## config.mk

```make
export PLATFORM = sky130hd
export DESIGN_NAME = mult_div_unit
export DESIGN_NICKNAME = d
export VERILOG_FILES = /design/src/rtl/mult_div_unit.sv
export SDC_FILE = /design/constraint.sdc
export NUM_CORES = 1
export LEC_CHECK = 0
export ABC_AREA = 1
export CAP_MARGIN = 10
export CORE_MARGIN = 3
export CORE_UTILIZATION = 35
export DETAILED_ROUTE_END_ITERATION = 10
export SKIP_CTS_REPAIR_TIMING = 1
export SKIP_LAST_GASP = 1
export SYNTH_ARGS = -nofsm -noshare
export SYNTH_HDL_FRONTEND = slang
export SYNTH_SLANG_ARGS = --single-unit
export TNS_END_PERCENT = 1
```

## constraint.sdc

```tcl
create_clock -name clk -period 6.2 [get_ports clk]
set_input_delay 1.86 -clock clk [delete_from_list [all_inputs] [get_ports clk]]
set_output_delay 1.86 -clock clk [all_outputs]
set_load 0.05 [all_outputs]
```

## src/rtl/mult_div_unit.sv

```systemverilog
// mult_div_unit: iterative signed multiply / divide unit producing HI/LO.
// Multiply is a 32-step radix-2 Booth; divide is a 32-step restoring divide
// on magnitudes with a sign fix-up on exit.
// Build option: define MULTDIV_DIV_EN to compile in the divider, the DIV state
// and the div_zero flag. Without it, start_div is ignored and div_zero is 0.
module mult_div_unit (
  input  logic        clk,
  input  logic        reset,
  input  logic        start_mult,
  input  logic        start_div,
  input  logic [31:0] a,
  input  logic [31:0] b,
  output logic [31:0] hi,
  output logic [31:0] lo,
  output logic        busy,
  output logic        done,
  output logic        div_zero
);

`ifdef MULTDIV_DIV_EN
  typedef enum logic [1:0] {IDLE = 2'd0, MULT = 2'd1, DIV = 2'd2, DONE = 2'd3} state_t;
`else
  typedef enum logic [1:0] {IDLE = 2'd0, MULT = 2'd1, DONE = 2'd3} state_t;
`endif

  state_t      state_q, state_d;
  logic [5:0]  cnt_q, cnt_d;
  // Accumulator is 33 bits so that subtracting M = -2^31 cannot overflow.
  // In divide mode its low 32 bits hold the partial remainder.
  logic [32:0] acc_q, acc_d;
  logic [31:0] q_q, q_d;     // multiplier / quotient shift register
  logic        qm1_q, qm1_d; // Booth Q(-1) bit
  logic [31:0] m_q, m_d;     // multiplicand / divisor magnitude
  logic [31:0] hi_q, hi_d;
  logic [31:0] lo_q, lo_d;
  logic        busy_q, busy_d;
  logic        done_q, done_d;
  logic [32:0] booth_sum;
  logic [32:0] m_ext;

`ifdef MULTDIV_DIV_EN
  logic        sa_q, sa_d;   // sign of dividend
  logic        sb_q, sb_d;   // sign of divisor
  logic        dzp_q, dzp_d; // divisor was zero: finish without writing
  logic        dz_q, dz_d;
  logic [32:0] div_shift;
  logic [31:0] div_diff;
`endif

  assign m_ext = {m_q[31], m_q};

  // Next-state, datapath step and result write-back
  always_comb begin
    state_d   = state_q;
    cnt_d     = cnt_q;
    acc_d     = acc_q;
    q_d       = q_q;
    qm1_d     = qm1_q;
    m_d       = m_q;
    hi_d      = hi_q;
    lo_d      = lo_q;
    booth_sum = acc_q;
`ifdef MULTDIV_DIV_EN
    sa_d      = sa_q;
    sb_d      = sb_q;
    dzp_d     = dzp_q;
    div_shift = {acc_q[31:0], q_q[31]};
    div_diff  = div_shift[31:0] - m_q;
`endif

    case (state_q)
      IDLE: begin
        if (start_mult) begin
          state_d = MULT;
          cnt_d   = 6'd32;
          acc_d   = '0;
          q_d     = a;
          qm1_d   = 1'b0;
          m_d     = b;
        end
`ifdef MULTDIV_DIV_EN
        else if (start_div) begin
          // A zero divisor passes through DIV with an empty count so DONE
          // is reached one edge after the start, without touching HI/LO.
          state_d = DIV;
          sa_d    = a[31];
          sb_d    = b[31];
          acc_d   = '0;
          qm1_d   = 1'b0;
          q_d     = a[31] ? (32'd0 - a) : a;
          m_d     = b[31] ? (32'd0 - b) : b;
          if (b == 32'd0) begin
            cnt_d = 6'd0;
            dzp_d = 1'b1;
          end else begin
            cnt_d = 6'd32;
            dzp_d = 1'b0;
          end
        end
`endif
      end

      MULT: begin
        if (cnt_q != 6'd0) begin
          case ({q_q[0], qm1_q})
            2'b01:   booth_sum = acc_q + m_ext;
            2'b10:   booth_sum = acc_q - m_ext;
            default: booth_sum = acc_q;
          endcase
          acc_d = {booth_sum[32], booth_sum[32:1]};
          q_d   = {booth_sum[0], q_q[31:1]};
          qm1_d = q_q[0];
          cnt_d = cnt_q - 6'd1;
        end else begin
          hi_d    = acc_q[31:0];
          lo_d    = q_q;
          state_d = DONE;
        end
      end

`ifdef MULTDIV_DIV_EN
      DIV: begin
        if (cnt_q != 6'd0) begin
          // Restoring step: the remainder is always below the divisor, so
          // the shifted value fits in 33 bits and the kept difference in 32.
          if (div_shift >= {1'b0, m_q}) begin
            acc_d = {1'b0, div_diff};
            q_d   = {q_q[30:0], 1'b1};
          end else begin
            acc_d = {1'b0, div_shift[31:0]};
            q_d   = {q_q[30:0], 1'b0};
          end
          cnt_d = cnt_q - 6'd1;
        end else begin
          if (!dzp_q) begin
            hi_d = sa_q ? (32'd0 - acc_q[31:0]) : acc_q[31:0];
            lo_d = (sa_q ^ sb_q) ? (32'd0 - q_q) : q_q;
          end
          state_d = DONE;
        end
      end
`endif

      DONE: begin
        state_d = IDLE;
      end

      default: begin
        state_d = IDLE;
      end
    endcase

    busy_d = (state_d != IDLE);
    done_d = (state_d == DONE);
`ifdef MULTDIV_DIV_EN
    dz_d   = (state_q == DIV) && (cnt_q == 6'd0) && dzp_q;
`endif
  end

  // State and datapath registers; reset aborts any operation in flight
  always_ff @(posedge clk or posedge reset) begin
    if (reset) begin
      state_q <= IDLE;
      cnt_q   <= '0;
      acc_q   <= '0;
      q_q     <= '0;
      qm1_q   <= 1'b0;
      m_q     <= '0;
      hi_q    <= '0;
      lo_q    <= '0;
      busy_q  <= 1'b0;
      done_q  <= 1'b0;
`ifdef MULTDIV_DIV_EN
      sa_q    <= 1'b0;
      sb_q    <= 1'b0;
      dzp_q   <= 1'b0;
      dz_q    <= 1'b0;
`endif
    end else begin
      state_q <= state_d;
      cnt_q   <= cnt_d;
      acc_q   <= acc_d;
      q_q     <= q_d;
      qm1_q   <= qm1_d;
      m_q     <= m_d;
      hi_q    <= hi_d;
      lo_q    <= lo_d;
      busy_q  <= busy_d;
      done_q  <= done_d;
`ifdef MULTDIV_DIV_EN
      sa_q    <= sa_d;
      sb_q    <= sb_d;
      dzp_q   <= dzp_d;
      dz_q    <= dz_d;
`endif
    end
  end

  assign hi   = hi_q;
  assign lo   = lo_q;
  assign busy = busy_q;
  assign done = done_q;
`ifdef MULTDIV_DIV_EN
  assign div_zero = dz_q;
`else
  assign div_zero = 1'b0;
`endif

endmodule

```

==> impl_metrics.prom <==
# TYPE chip_impl_metric gauge
chip_impl_info{name="rsz0062_at_grt",value="no"} 1
chip_impl_info{name="crit_start",value="start_mult"} 1
chip_impl_metric{name="clock_network_latency_to_the_later_pin_of_the_worst_skew_pair",unit="ps"} 440
chip_impl_info{name="most_used_dff_post_synth",value="sky130_fd_sc_hd__dfrtp_1"} 1
chip_impl_metric{name="clock_skew",unit="ps"} 14.4
chip_impl_metric{name="synth.mux.area_fraction",unit=""} 0
chip_impl_metric{name="mappedNetlistNets",unit=""} 1523
chip_impl_metric{name="worst_r2r_path_depth",unit=""} 18
chip_impl_metric{name="drt.antenna.violating_nets",unit=""} 0
chip_impl_metric{name="antenna_found_initial",unit=""} 0
chip_impl_metric{name="hold-path-cell-count",unit=""} 2
chip_impl_metric{name="synth-simple-area-share",unit=""} 0.247
chip_impl_metric{name="met3_length",unit="µm"} 929
chip_impl_metric{name="drc",unit=""} 0
chip_impl_metric{name="starting_density",unit=""} 0.360
chip_impl_metric{name="r2r_slack",unit="ps"} 2280
chip_impl_info{name="combinational_family_with_the_most_area_after_synthesis",value="simple AND/OR/NAND/NOR gates"} 1
chip_impl_info{name="outcome",value="complete, no violations"} 1
chip_impl_metric{name="detailedRoute.firstPassIterationCount",unit=""} 5
chip_impl_metric{name="max_freq",unit="MHz"} 244
chip_impl_info{name="crit-reg2reg-launch",value="qm1_q$_DFFE_PP0P_"} 1
chip_impl_metric{name="synth_cell_types",unit=""} 43
chip_impl_metric{name="numCtsBuffers",unit=""} 17
chip_impl_metric{name="route.detailed.vias_per_inst",unit=""} 4.71
chip_impl_metric{name="synth-adder-area-share",unit=""} 0.0450
chip_impl_metric{name="drtIter0Drc",unit=""} 618
chip_impl_metric{name="share_of_the_synthesized_area_in_the_top_cell_type",unit=""} 0.420
chip_impl_metric{name="register_area",unit="µm²"} 4280
chip_impl_metric{name="std_cell_rows",unit=""} 61
chip_impl_metric{name="first_global_vias",unit=""} 8436
chip_impl_metric{name="synth-compound-area-share",unit=""} 0.147
chip_impl_info{name="tritoncts",value="done"} 1
chip_impl_metric{name="fin_cells",unit=""} 1916
chip_impl_info{name="worst_setup_path_endpoint",value="cnt_q[4]$_DFFE_PP0P_"} 1
chip_impl_metric{name="period_needed",unit="ps"} 4100
chip_impl_info{name="endpoint_kind",value="flop"} 1
chip_impl_metric{name="wl_met1",unit="µm"} 14100
chip_impl_metric{name="path_clk_slew",unit="ps"} 70
chip_impl_info{name="top_sig_layer",value="met4"} 1
chip_impl_metric{name="fillers",unit=""} 2982
chip_impl_metric{name="h-tree-depth",unit=""} 4
chip_impl_metric{name="setup_viol_count_final",unit=""} 0
chip_impl_info{name="synth_commonest_cells",value="447 x sky130_fd_sc_hd__nand2_1, 220 x sky130_fd_sc_hd__inv_1, 171 x sky130_fd_sc_hd__dfrtp_1"} 1
chip_impl_metric{name="layout-drive-gt1-share",unit=""} 0.0397
chip_impl_metric{name="cp_data_arrival_time",unit="ps"} 4410
chip_impl_metric{name="postSynthRegisterBits",unit=""} 171
chip_impl_metric{name="fp.dieH",unit="µm"} 177
chip_impl_metric{name="setup_total_negative_slack",unit="ps"} 0
chip_impl_metric{name="numPortBuffers",unit=""} 132
chip_impl_metric{name="yosysSeqAreaShare",unit=""} 0.420
chip_impl_info{name="reg2reg_to",value="acc_q[24]$_DFFE_PP0P_"} 1
chip_impl_metric{name="number_of_synthesized_flops_with_an_enable_pin",unit=""} 0
chip_impl_info{name="clock_tree.root_cell",value="sky130_fd_sc_hd__clkbuf_16"} 1
chip_impl_metric{name="final_core_utilization",unit=""} 0.441
chip_impl_metric{name="worst_path_largest_cell_delay",unit="ps"} 670
chip_impl_metric{name="timing.max_cap.violations",unit=""} 0
chip_impl_metric{name="insertedDiodeCount",unit=""} 0
chip_impl_info{name="slowest_stage",value="sky130_fd_sc_hd__buf_4"} 1
chip_impl_info{name="top_cell_family_by_delay_on_the_critical_path",value="buffers and inverters"} 1
chip_impl_metric{name="fp.dieArea",unit="µm²"} 31200
chip_impl_metric{name="cp_num_cells",unit=""} 9
chip_impl_metric{name="timing.final.max_slew_violations",unit=""} 0
chip_impl_metric{name="grt_overflow_total",unit=""} 0
chip_impl_metric{name="cts_max_path_buffers",unit=""} 2
chip_impl_metric{name="postSynthAreaPerCell",unit="µm²"} 7.17
chip_impl_metric{name="detailroute.via_count",unit=""} 9033
chip_impl_metric{name="synth_area",unit="µm²"} 10200
chip_impl_metric{name="dpl.hpwl",unit="µm"} 20900
chip_impl_metric{name="timing_worst_slew_pin_value",unit="ps"} 963
chip_impl_metric{name="layout_worst_path_cycle_share",unit=""} 0.662
chip_impl_metric{name="syn_inst",unit=""} 1419
chip_impl_metric{name="grt.total_usage",unit=""} 0.183
chip_impl_metric{name="maxSlewHeadroom",unit=""} 0.358
chip_impl_info{name="path_cells",value="clkdlybuf4s50_1 > nand2_1 > nand2_2 > nand2_2 > inv_2 > buf_4 > nand2_1 > xor2_1 > nor2_1"} 1
chip_impl_metric{name="io_pins",unit=""} 135
chip_impl_metric{name="worstPathBufferInverterCount",unit=""} 3
chip_impl_metric{name="multi_input_area",unit="µm²"} 4850
chip_impl_info{name="yosysTopAreaCell",value="sky130_fd_sc_hd__dfrtp_1"} 1
chip_impl_metric{name="final_net_count",unit=""} 1631
chip_impl_metric{name="dieWidth",unit="µm"} 177
chip_impl_metric{name="routed_wire_length_per_instance",unit="µm"} 14.6
chip_impl_metric{name="worst_ep_required_time",unit="ps"} 6510
chip_impl_metric{name="grt_pass1_wl",unit="µm"} 45100
chip_impl_metric{name="wl_met2",unit="µm"} 12500
chip_impl_metric{name="grt_start_max_net_pins",unit=""} 125
chip_impl_metric{name="cts.sinks",unit=""} 171
chip_impl_metric{name="synthArstFlopShare",unit=""} 1.00
chip_impl_metric{name="floorplan.core_area",unit="µm²"} 28200
chip_impl_info{name="hold_path_class",value="flop to flop"} 1
chip_impl_metric{name="layout-area-overhead-vs-synth",unit="%"} 22.4
chip_impl_info{name="most_common_cell_in_the_netlist",value="sky130_fd_sc_hd__nand2_1"} 1
chip_impl_info{name="synth_area_leaders",value="sky130_fd_sc_hd__dfrtp_1 42%, sky130_fd_sc_hd__nand2_1 16%, sky130_fd_sc_hd__inv_1 8.1%"} 1
chip_impl_metric{name="synth_xor_area_frac",unit=""} 0.0361
chip_impl_metric{name="number_of_placed_instances_taps_included",unit=""} 1886
chip_impl_metric{name="report.final.hold_viol_count",unit=""} 0
chip_impl_metric{name="ys.warnings.count",unit=""} 0
chip_impl_metric{name="routabilityCongestion",unit=""} 0.908
chip_impl_metric{name="detail_route.wirelength",unit="µm"} 27900
chip_impl_metric{name="crit_fanout",unit=""} 85
chip_impl_info{name="timing.critical_path.from_type",value="primary input"} 1
chip_impl_info{name="critical_path_class",value="primary input to flop"} 1
## layout make-up
cell class,instances,area share
timing repair buffer,140,0.112
tap,378,0.0380
inverter,225,0.0681
sequential,171,0.344
clock buffer,17,0.0342
multi-input combinational,972,0.389
clock inverter,13,0.0150
## state kept, by name, indices dropped and copies added (netlist names)
register / cells
acc_q: 32
busy: 1
cnt_q: 6
done: 1
hi: 32
lo: 32
m_q: 32
q_q: 32
qm1_q: 1
state_q: 2
## layer usage
metal,global-route usage,vias up
met2,0.284,166
li1,-,4698
met5,0,-
met3,0.0217,21
met1,0.272,4148
met4,0.0432,0
## how the worst min path moves through the flow
stage	start	end	slack, ps
after floorplan	cnt_q[0]$_DFFE_PP0P_	cnt_q[0]$_DFFE_PP0P_	460
after global placement	lo[2]$_DFFE_PP0P_	lo[2]$_DFFE_PP0P_	470
after detailed placement	hi[23]$_DFFE_PP0P_	hi[23]$_DFFE_PP0P_	470
after CTS	hi[23]$_DFFE_PP0P_	hi[23]$_DFFE_PP0P_	490
after global routing	hi[24]$_DFFE_PP0P_	hi[24]$_DFFE_PP0P_	500
final	hi[23]$_DFFE_PP0P_	hi[23]$_DFFE_PP0P_	490
## through the flow
step	setup WS, ps	hold slack (ps)	area (µm²)
5_1_grt	1850	504	12500
3_3_place_gp	1680	467	11800
4_1_cts	2100	489	12500
2_1_floorplan	2160	462	10200
3_5_place_dp	1650	472	11800
6_report	2100	486	12500
## worst register-to-register path: cells and delay by family (launching register included)
kind,cells,cell delay [ps]
AND/OR/NAND/NOR,10,930
adder cells (fa/ha/maj),2,910
buffers and inverters,3,680
AO/OA/AOI/OAI,2,520
XOR/XNOR,1,390
flip-flops,1,370
## kinds of logic after synthesis
group / after synthesis
compound gates: 275
simple gates: 618
other cells: 1
buf+inv: 276
flops: 171
fa+ha+maj: 36
xor+xnor: 42
## placed cells by master, fill, tap and decap left out, drive strengths merged, types with 2 or more instances in the layout
master         count
xor2              40
dfrtp            171
inv              229
nor3              13
xnor2              2
nand3             56
nor2              84
clkbuf            17
nor3b              2
a21oi             57
o21ai            172
o31ai              3
o21bai             3
and3               3
nand2            449
o211ai            34
clkdlybuf4s50    132
o22ai              3
buf                8
nand4              7
bufinv             3
clkinv             5
ha                35
Power is not shown: default switching activity piles up to over one toggle a cycle in this logic, so the estimate is an artifact.
